## config.mk

```make
export PLATFORM = sky130hd
export DESIGN_NAME = uart_dump_scheduler
export DESIGN_NICKNAME = d
export VERILOG_FILES = /design/src/rtl/uart_dump_pkg.sv /design/src/rtl/uart_rr_arbiter.sv /design/src/rtl/uart_dump_scheduler.sv
export SDC_FILE = /design/constraint.sdc
export NUM_CORES = 1
export LEC_CHECK = 0
export CAP_MARGIN = 40
export CORE_MARGIN = 4
export CORE_UTILIZATION = 46
export DETAILED_ROUTE_END_ITERATION = 8
export DONT_BUFFER_PORTS = 1
export SYNTH_ARGS = -nofsm -noshare
export SYNTH_HDL_FRONTEND = slang
export SYNTH_SLANG_ARGS = --single-unit
```

## constraint.sdc

```tcl
create_clock -name clk -period 6.89 [get_ports clk]
set_input_delay 1.378 -clock clk [delete_from_list [all_inputs] [get_ports clk]]
set_output_delay 1.378 -clock clk [all_outputs]
set_load 0.02 [all_outputs]
```

## src/rtl/uart_dump_pkg.sv

```systemverilog
// Shared state encoding, defaults and round-robin helper for the UART dump scheduler.
// The FAULT state exists only when UART_DUMP_WDOG_EN is defined.
package uart_dump_pkg;

    localparam int AW_DEFAULT = 16;

    typedef enum logic [2:0] {
        ST_IDLE,
        ST_LAUNCH,
        ST_RUN,
        ST_DONE
`ifdef UART_DUMP_WDOG_EN
        ,
        ST_FAULT
`endif
    } state_e;

    // Index following idx in a ring of n entries.
    function automatic int unsigned rr_next(input int unsigned idx, input int unsigned n);
        return (idx + 32'd1 >= n) ? 32'd0 : idx + 32'd1;
    endfunction

endpackage

```

## src/rtl/uart_rr_arbiter.sv

```systemverilog
// Combinational round-robin pick: the first set request at or after ptr, cyclic.
// The pointer itself is owned by the caller.
module uart_rr_arbiter #(
    parameter int N_REQ = 4
) (
    input  logic [N_REQ-1:0]         req,
    input  logic [$clog2(N_REQ)-1:0] ptr,
    output logic [N_REQ-1:0]         gnt_oh,
    output logic [$clog2(N_REQ)-1:0] gnt_idx,
    output logic                     any_req
);

    localparam int IW = $clog2(N_REQ);

    // NOTE: every output gets a default before the loop, so no latch is inferred.
    always_comb begin
        gnt_oh  = '0;
        gnt_idx = '0;
        any_req = 1'b0;
        for (int k = 0; k < N_REQ; k++) begin
            if (!any_req && req[(int'(ptr) + k) % N_REQ]) begin
                any_req                            = 1'b1;
                gnt_oh[(int'(ptr) + k) % N_REQ]    = 1'b1;
                gnt_idx                            = IW'((int'(ptr) + k) % N_REQ);
            end
        end
    end

endmodule

```

## src/rtl/uart_dump_scheduler.sv

```systemverilog
// Round-robin scheduler sharing one UART memory-dump engine between N_REQ requesters.
// Define UART_DUMP_WDOG_EN to add the RUN watchdog, req_err pulses and the FAULT state.
module uart_dump_scheduler
    import uart_dump_pkg::*;
#(
    parameter int N_REQ       = 4,
    parameter int AW          = AW_DEFAULT,
    parameter int WDOG_CYCLES = 1000000
) (
    input  logic                     clk,
    input  logic                     rst,
    input  logic [N_REQ-1:0]         req_valid,
    input  logic [N_REQ*AW-1:0]      req_start_addr,
    input  logic [N_REQ*AW-1:0]      req_stop_addr,
    output logic [N_REQ-1:0]         req_ready,
    output logic [N_REQ-1:0]         req_done,
    output logic [N_REQ-1:0]         req_err,
    output logic                     ctl_start,
    output logic [AW-1:0]            ctl_start_addr,
    output logic [AW-1:0]            ctl_stop_addr,
    input  logic                     ctl_work,
    output logic                     busy,
    output logic [$clog2(N_REQ)-1:0] grant_id
);

    localparam int IW = $clog2(N_REQ);

    if (N_REQ < 2 || N_REQ > 8 || WDOG_CYCLES < 1) begin : g_param_check
        $error("uart_dump_scheduler: N_REQ must be 2..8 and WDOG_CYCLES >= 1");
    end

    state_e               state_q, state_d;
    logic [N_REQ-1:0]     slot_full_q, slot_full_d;
    logic [AW-1:0]        slot_start_q [N_REQ];
    logic [AW-1:0]        slot_start_d [N_REQ];
    logic [AW-1:0]        slot_stop_q  [N_REQ];
    logic [AW-1:0]        slot_stop_d  [N_REQ];
    logic [IW-1:0]        rr_ptr_q, rr_ptr_d;
    logic [IW-1:0]        grant_id_q, grant_id_d;
    logic [N_REQ-1:0]     grant_oh_q, grant_oh_d;
    logic                 ctl_start_q, ctl_start_d;
    logic [AW-1:0]        ctl_start_addr_q, ctl_start_addr_d;
    logic [AW-1:0]        ctl_stop_addr_q, ctl_stop_addr_d;
    logic                 busy_q, busy_d;
    logic [N_REQ-1:0]     req_done_q, req_done_d;
    logic [N_REQ-1:0]     slot_clr;
    logic [N_REQ-1:0]     capture;
    logic [N_REQ-1:0]     arb_gnt;
    logic [IW-1:0]        arb_idx;
    logic                 arb_any;

`ifdef UART_DUMP_WDOG_EN
    localparam int CW = $clog2(WDOG_CYCLES + 1);
    logic [CW-1:0]        wdog_q, wdog_d;
    logic [N_REQ-1:0]     req_err_q, req_err_d;
    assign slot_clr = req_done_q | req_err_q;
    assign req_err  = req_err_q;
`else
    assign slot_clr = req_done_q;
    assign req_err  = '0;
`endif

    uart_rr_arbiter #(.N_REQ(N_REQ)) u_arb (
        .req     (slot_full_q),
        .ptr     (rr_ptr_q),
        .gnt_oh  (arb_gnt),
        .gnt_idx (arb_idx),
        .any_req (arb_any)
    );

    assign capture = req_valid & ~slot_full_q;

    always_comb begin
        state_d          = state_q;
        rr_ptr_d         = rr_ptr_q;
        grant_id_d       = grant_id_q;
        grant_oh_d       = grant_oh_q;
        ctl_start_d      = 1'b0;
        ctl_start_addr_d = ctl_start_addr_q;
        ctl_stop_addr_d  = ctl_stop_addr_q;
        busy_d           = busy_q;
        req_done_d       = '0;
`ifdef UART_DUMP_WDOG_EN
        wdog_d           = wdog_q;
        req_err_d        = '0;
`endif

        // A slot frees the cycle after its done/err pulse, so req_ready rises one cycle later.
        slot_full_d = (slot_full_q & ~slot_clr) | capture;
        if (|slot_clr) begin
            rr_ptr_d = IW'(rr_next(32'(grant_id_q), N_REQ));
        end
        for (int i = 0; i < N_REQ; i++) begin
            slot_start_d[i] = slot_start_q[i];
            slot_stop_d[i]  = slot_stop_q[i];
            if (capture[i]) begin
                slot_start_d[i] = req_start_addr[i*AW +: AW];
                slot_stop_d[i]  = req_stop_addr[i*AW +: AW];
            end
        end

        case (state_q)
            ST_IDLE: begin
                if (arb_any) begin
                    grant_id_d       = arb_idx;
                    grant_oh_d       = arb_gnt;
                    ctl_start_addr_d = slot_start_q[arb_idx];
                    ctl_stop_addr_d  = slot_stop_q[arb_idx];
                    ctl_start_d      = 1'b1;
                    busy_d           = 1'b1;
                    state_d          = ST_LAUNCH;
                end
            end
            ST_LAUNCH: begin
`ifdef UART_DUMP_WDOG_EN
                wdog_d  = '0;
`endif
                state_d = ST_RUN;
            end
            ST_RUN: begin
                if (!ctl_work) begin
                    req_done_d = grant_oh_q;
                    busy_d     = 1'b0;
                    state_d    = ST_DONE;
                end
`ifdef UART_DUMP_WDOG_EN
                else if (wdog_q == CW'(WDOG_CYCLES - 1)) begin
                    req_err_d = grant_oh_q;
                    state_d   = ST_FAULT;
                end else begin
                    wdog_d = wdog_q + 1'b1;
                end
`endif
            end
            ST_DONE: begin
                state_d = ST_IDLE;
            end
`ifdef UART_DUMP_WDOG_EN
            // The engine is still driving its master; wait for it to let go before reusing it.
            ST_FAULT: begin
                if (!ctl_work) begin
                    busy_d  = 1'b0;
                    state_d = ST_IDLE;
                end
            end
`endif
            default: state_d = ST_IDLE;
        endcase
    end

    // NOTE: state flops use non-blocking assignments so each samples pre-edge values.
    always_ff @(posedge clk or posedge rst) begin
        if (rst) begin
            state_q          <= ST_IDLE;
            slot_full_q      <= '0;
            rr_ptr_q         <= '0;
            grant_id_q       <= '0;
            grant_oh_q       <= '0;
            ctl_start_q      <= 1'b0;
            ctl_start_addr_q <= '0;
            ctl_stop_addr_q  <= '0;
            busy_q           <= 1'b0;
            req_done_q       <= '0;
`ifdef UART_DUMP_WDOG_EN
            wdog_q           <= '0;
            req_err_q        <= '0;
`endif
        end else begin
            state_q          <= state_d;
            slot_full_q      <= slot_full_d;
            rr_ptr_q         <= rr_ptr_d;
            grant_id_q       <= grant_id_d;
            grant_oh_q       <= grant_oh_d;
            ctl_start_q      <= ctl_start_d;
            ctl_start_addr_q <= ctl_start_addr_d;
            ctl_stop_addr_q  <= ctl_stop_addr_d;
            busy_q           <= busy_d;
            req_done_q       <= req_done_d;
`ifdef UART_DUMP_WDOG_EN
            wdog_q           <= wdog_d;
            req_err_q        <= req_err_d;
`endif
        end
    end

    // NOTE: slot addresses are payload qualified by slot_full_q, so they carry no reset.
    always_ff @(posedge clk) begin
        slot_start_q <= slot_start_d;
        slot_stop_q  <= slot_stop_d;
    end

    assign req_ready      = ~slot_full_q;
    assign req_done       = req_done_q;
    assign ctl_start      = ctl_start_q;
    assign ctl_start_addr = ctl_start_addr_q;
    assign ctl_stop_addr  = ctl_stop_addr_q;
    assign busy           = busy_q;
    assign grant_id       = grant_id_q;

endmodule

```

==> results_dict.tcl <==
set metrics [dict create \
    cp_cell_sequence "inv_1 > ha_1 > mux4_2 > o211a_1 > a2111o_1 > a32oi_4 > buf_16 > buf_4 > mux4_1 > mux2_2" \
    cts_setup_buffers 0 \
    antenna_found_initial 3 \
    first_pass_iters 4 \
    setup.worst_path.start_class "register" \
    cp.arrival_ns 4.66 \
    r2r_cells 10 \
    synth_cell_type_count 44 \
    p_clk_share_pct 23.4 \
    post-route-period-util_pct 63.1 \
    timing_hold_violations_final 0 \
    synth_flop_cell "edfxtp_1" \
    postSynthAreaPerCell_um2 19.3 \
    p_sw_mw 1.42 \
    grt_pass1_wl_um 22600 \
    cts_made_buffers 17 \
    slew_headroom_pct 50.4 \
    drive_above_1_share_pct 28.4 \
    core_area_um2 15200 \
    finalNetCount 526 \
    ioPinCount 183 \
    gp_congestion 0.855 \
    p_per_area_nw_per_um2 531 \
    synthCells 370 \
    fp.dieArea_um2 17600 \
    setup_viol 0 \
    fmax_mhz 230 \
    synth_top_area_share_pct 53.8 \
    critPathSlowestCell "dfrtp_1" \
    cts_hold_buf 0 \
    numPortBuffers 0 \
    rows 45 \
    num_vias 3383 \
    ant_nets 0 \
    post-route-drc-count 0 \
    end_kind "register" \
    cts_sinks 180 \
    seq_area_frac_synth_pct 72.1 \
    holdCritPathClass "register to register" \
    crit_path_end "ctl_stop_addr[8]" \
    avgViaCountPerCell 5.79 \
    drtIter0Drc 247 \
    wirelength_um 14800 \
    track_usage_pct 17.4 \
    power_frac_seq_pct 41.3 \
    swShare_pct 33.4 \
    cpPeakStageDelay_ns 0.63 \
    cts_tree "yes" \
    clk_path_buf_depth 2 \
    htree_levels 4 \
    maxCapViolations 0 \
    power_leakage_nw 2.87 \
    ff2ff_setup_slack_ns 2.54 \
    maxSlewViolCount 0 \
    r2r-end "ctl_stop_addr[8]" \
    fill_cells 1192 \
    die_y_um 133 \
    yosys_warnings 0 \
    p_int_mw 2.83 \
    finalCriticalPeriod_ns 4.35 \
    critPathKind "register to register" \
    cts-root-buf "clkbuf_16" \
    cp_max_fo 16 \
    synth_area_leaders "edfxtp_1, dfrtp_1, mux4_2, mux2_2, mux4_1" \
    synth_area_um2 7140 \
    insertion_delay_ns 0.42 \
    ir_drop_mv 0.263 \
    synth_commonest_cells "edfxtp_1, dfrtp_1, mux2_2" \
    die_w_um 133 \
    synth_edf_count 128 \
    yosys.area.top_type "edfxtp_1" \
    synth_most_common_cell "edfxtp_1" \
    synthArstFlopShare_pct 28.9 \
    crit_start "rr_ptr_q[0]" \
    outcome "finished, final reports clean" \
    grt_max_degree 53 \
    skew_ns 0.00952 \
    r2r-start "rr_ptr_q[0]" \
    setup_tns_ns 0 \
    grt_pass1_vias 3682 \
    overflow 0 \
    wl_per_cell_um 25.3 \
    cts_resized 0 \
    worstPathRequired_ns 7.20 \
    path_clk_slew_ns 0.07 \
    ys_ff_latch 180 \
    rsz0062_at_grt "false" \
    worst_pin_slew_ns 0.744 \
    syn_to_final_growth_pct 12.1 \
    start_util_pct 47.0 \
    hpwlAfterDp_um 9580 \
    combPwrFrac_pct 35.3 \
    power.total_mw 4.25 \
]
==> cell usage in the layout, fill, tap and decap left out, drive strengths merged, types with 2 or more instances in the layout <==
| master | count |
|---|---|
| edfxtp | 128 |
| clkbuf | 18 |
| clkinv | 5 |
| o21bai | 4 |
| nor4 | 2 |
| nand2b | 2 |
| mux4 | 34 |
| nand3 | 3 |
| conb | 4 |
| mux2 | 34 |
| a221oi | 4 |
| ha | 9 |
| and2 | 4 |
| o22ai | 2 |
| a21oi | 4 |
| inv | 17 |
| o21ai | 10 |
| a22oi | 6 |
| buf | 9 |
| bufinv | 3 |
| nor2b | 5 |
| nor2 | 7 |
| nand2 | 13 |
| dfrtp | 52 |
==> kinds of logic after synthesis <==
kind of cell    Yosys count  synth area share (%)
simple gates             43                  3.19
fa+ha+maj                 9                  1.58
flops                   180                  72.1
buf+inv                  31                  2.72
mux                      69                  16.6
compound gates           37                  3.80
other cells               1                0.0525
==> worst min-delay path by stage <==
stage,cells after the start,start,end
floorplan,2,grant_oh_q[0],grant_oh_q[0]
global placement,2,grant_oh_q[0],grant_oh_q[0]
detailed placement,2,grant_oh_q[1],grant_oh_q[1]
CTS,2,grant_oh_q[1],grant_oh_q[1]
global route,1,grant_oh_q[1],req_done[1]
finish,2,grant_oh_q[1],grant_oh_q[1]
==> stage by stage <==
stage	worst slack [ns]	instances	hold slack (ns)	cell area [um^2]	utilization [%]
floorplan	3.55	373	0.442	7150	-
global placement	2.27	548	0.461	7320	48.1
detailed placement	2.48	551	0.472	7400	48.7
CTS	2.49	583	0.486	8000	52.6
global route	2.20	584	0.512	8000	52.7
finish	2.54	584	0.483	8000	52.7
==> registers in the layout, indices dropped and copies added, names as in the netlist <==
name            cells
rr_ptr_q            2
req_done            4
ctl_stop_addr      16
ctl_start           1
state_q             2
grant_id            2
ctl_start_addr     16
slot_start_q       64
slot_stop_q        64
grant_oh_q          4
slot_full_q         4
busy                1
==> worst max-delay path, delay by kind of cell, from the launching register on <==
family / cells / cell delay [ns]
muxes: 3 / 1.31
AOI/OAI and AO/OA: 3 / 0.98
buffers and inverters: 3 / 0.79
DFF: 1 / 0.63
adders and majority gates: 1 / 0.53
==> routing by layer <==
metal  routed length (um)  track usage, %
met2                 7780            29.3
met1                 5580            20.4
met4                  156            4.91
met5                   21               0
met3                 1260            7.79
==> power by group through the flow <==
stage	clock, mW	sequential (mW)	combinational, mW
2_1_floorplan	0	1.69	1.26
4_1_cts	1.01	1.76	1.53
6_report	0.995	1.75	1.50
3_5_place_dp	0	1.78	1.53
3_3_place_gp	0	1.77	1.42
5_1_grt	1.07	1.79	1.64
==> area by class of cell <==
cell class	count	area [um^2]	share of cell area (%)
flip-flops and latches	180	5140	64.3
multi-input cells	162	1850	23.1
clock buffers	18	429	5.36
well taps	188	235	2.94
clock inverters	14	173	2.16
repair buffers	9	128	1.59
inverters	12	45.0	0.563
diodes	1	2.50	0.0313
(Power assumes the default switching activity.)
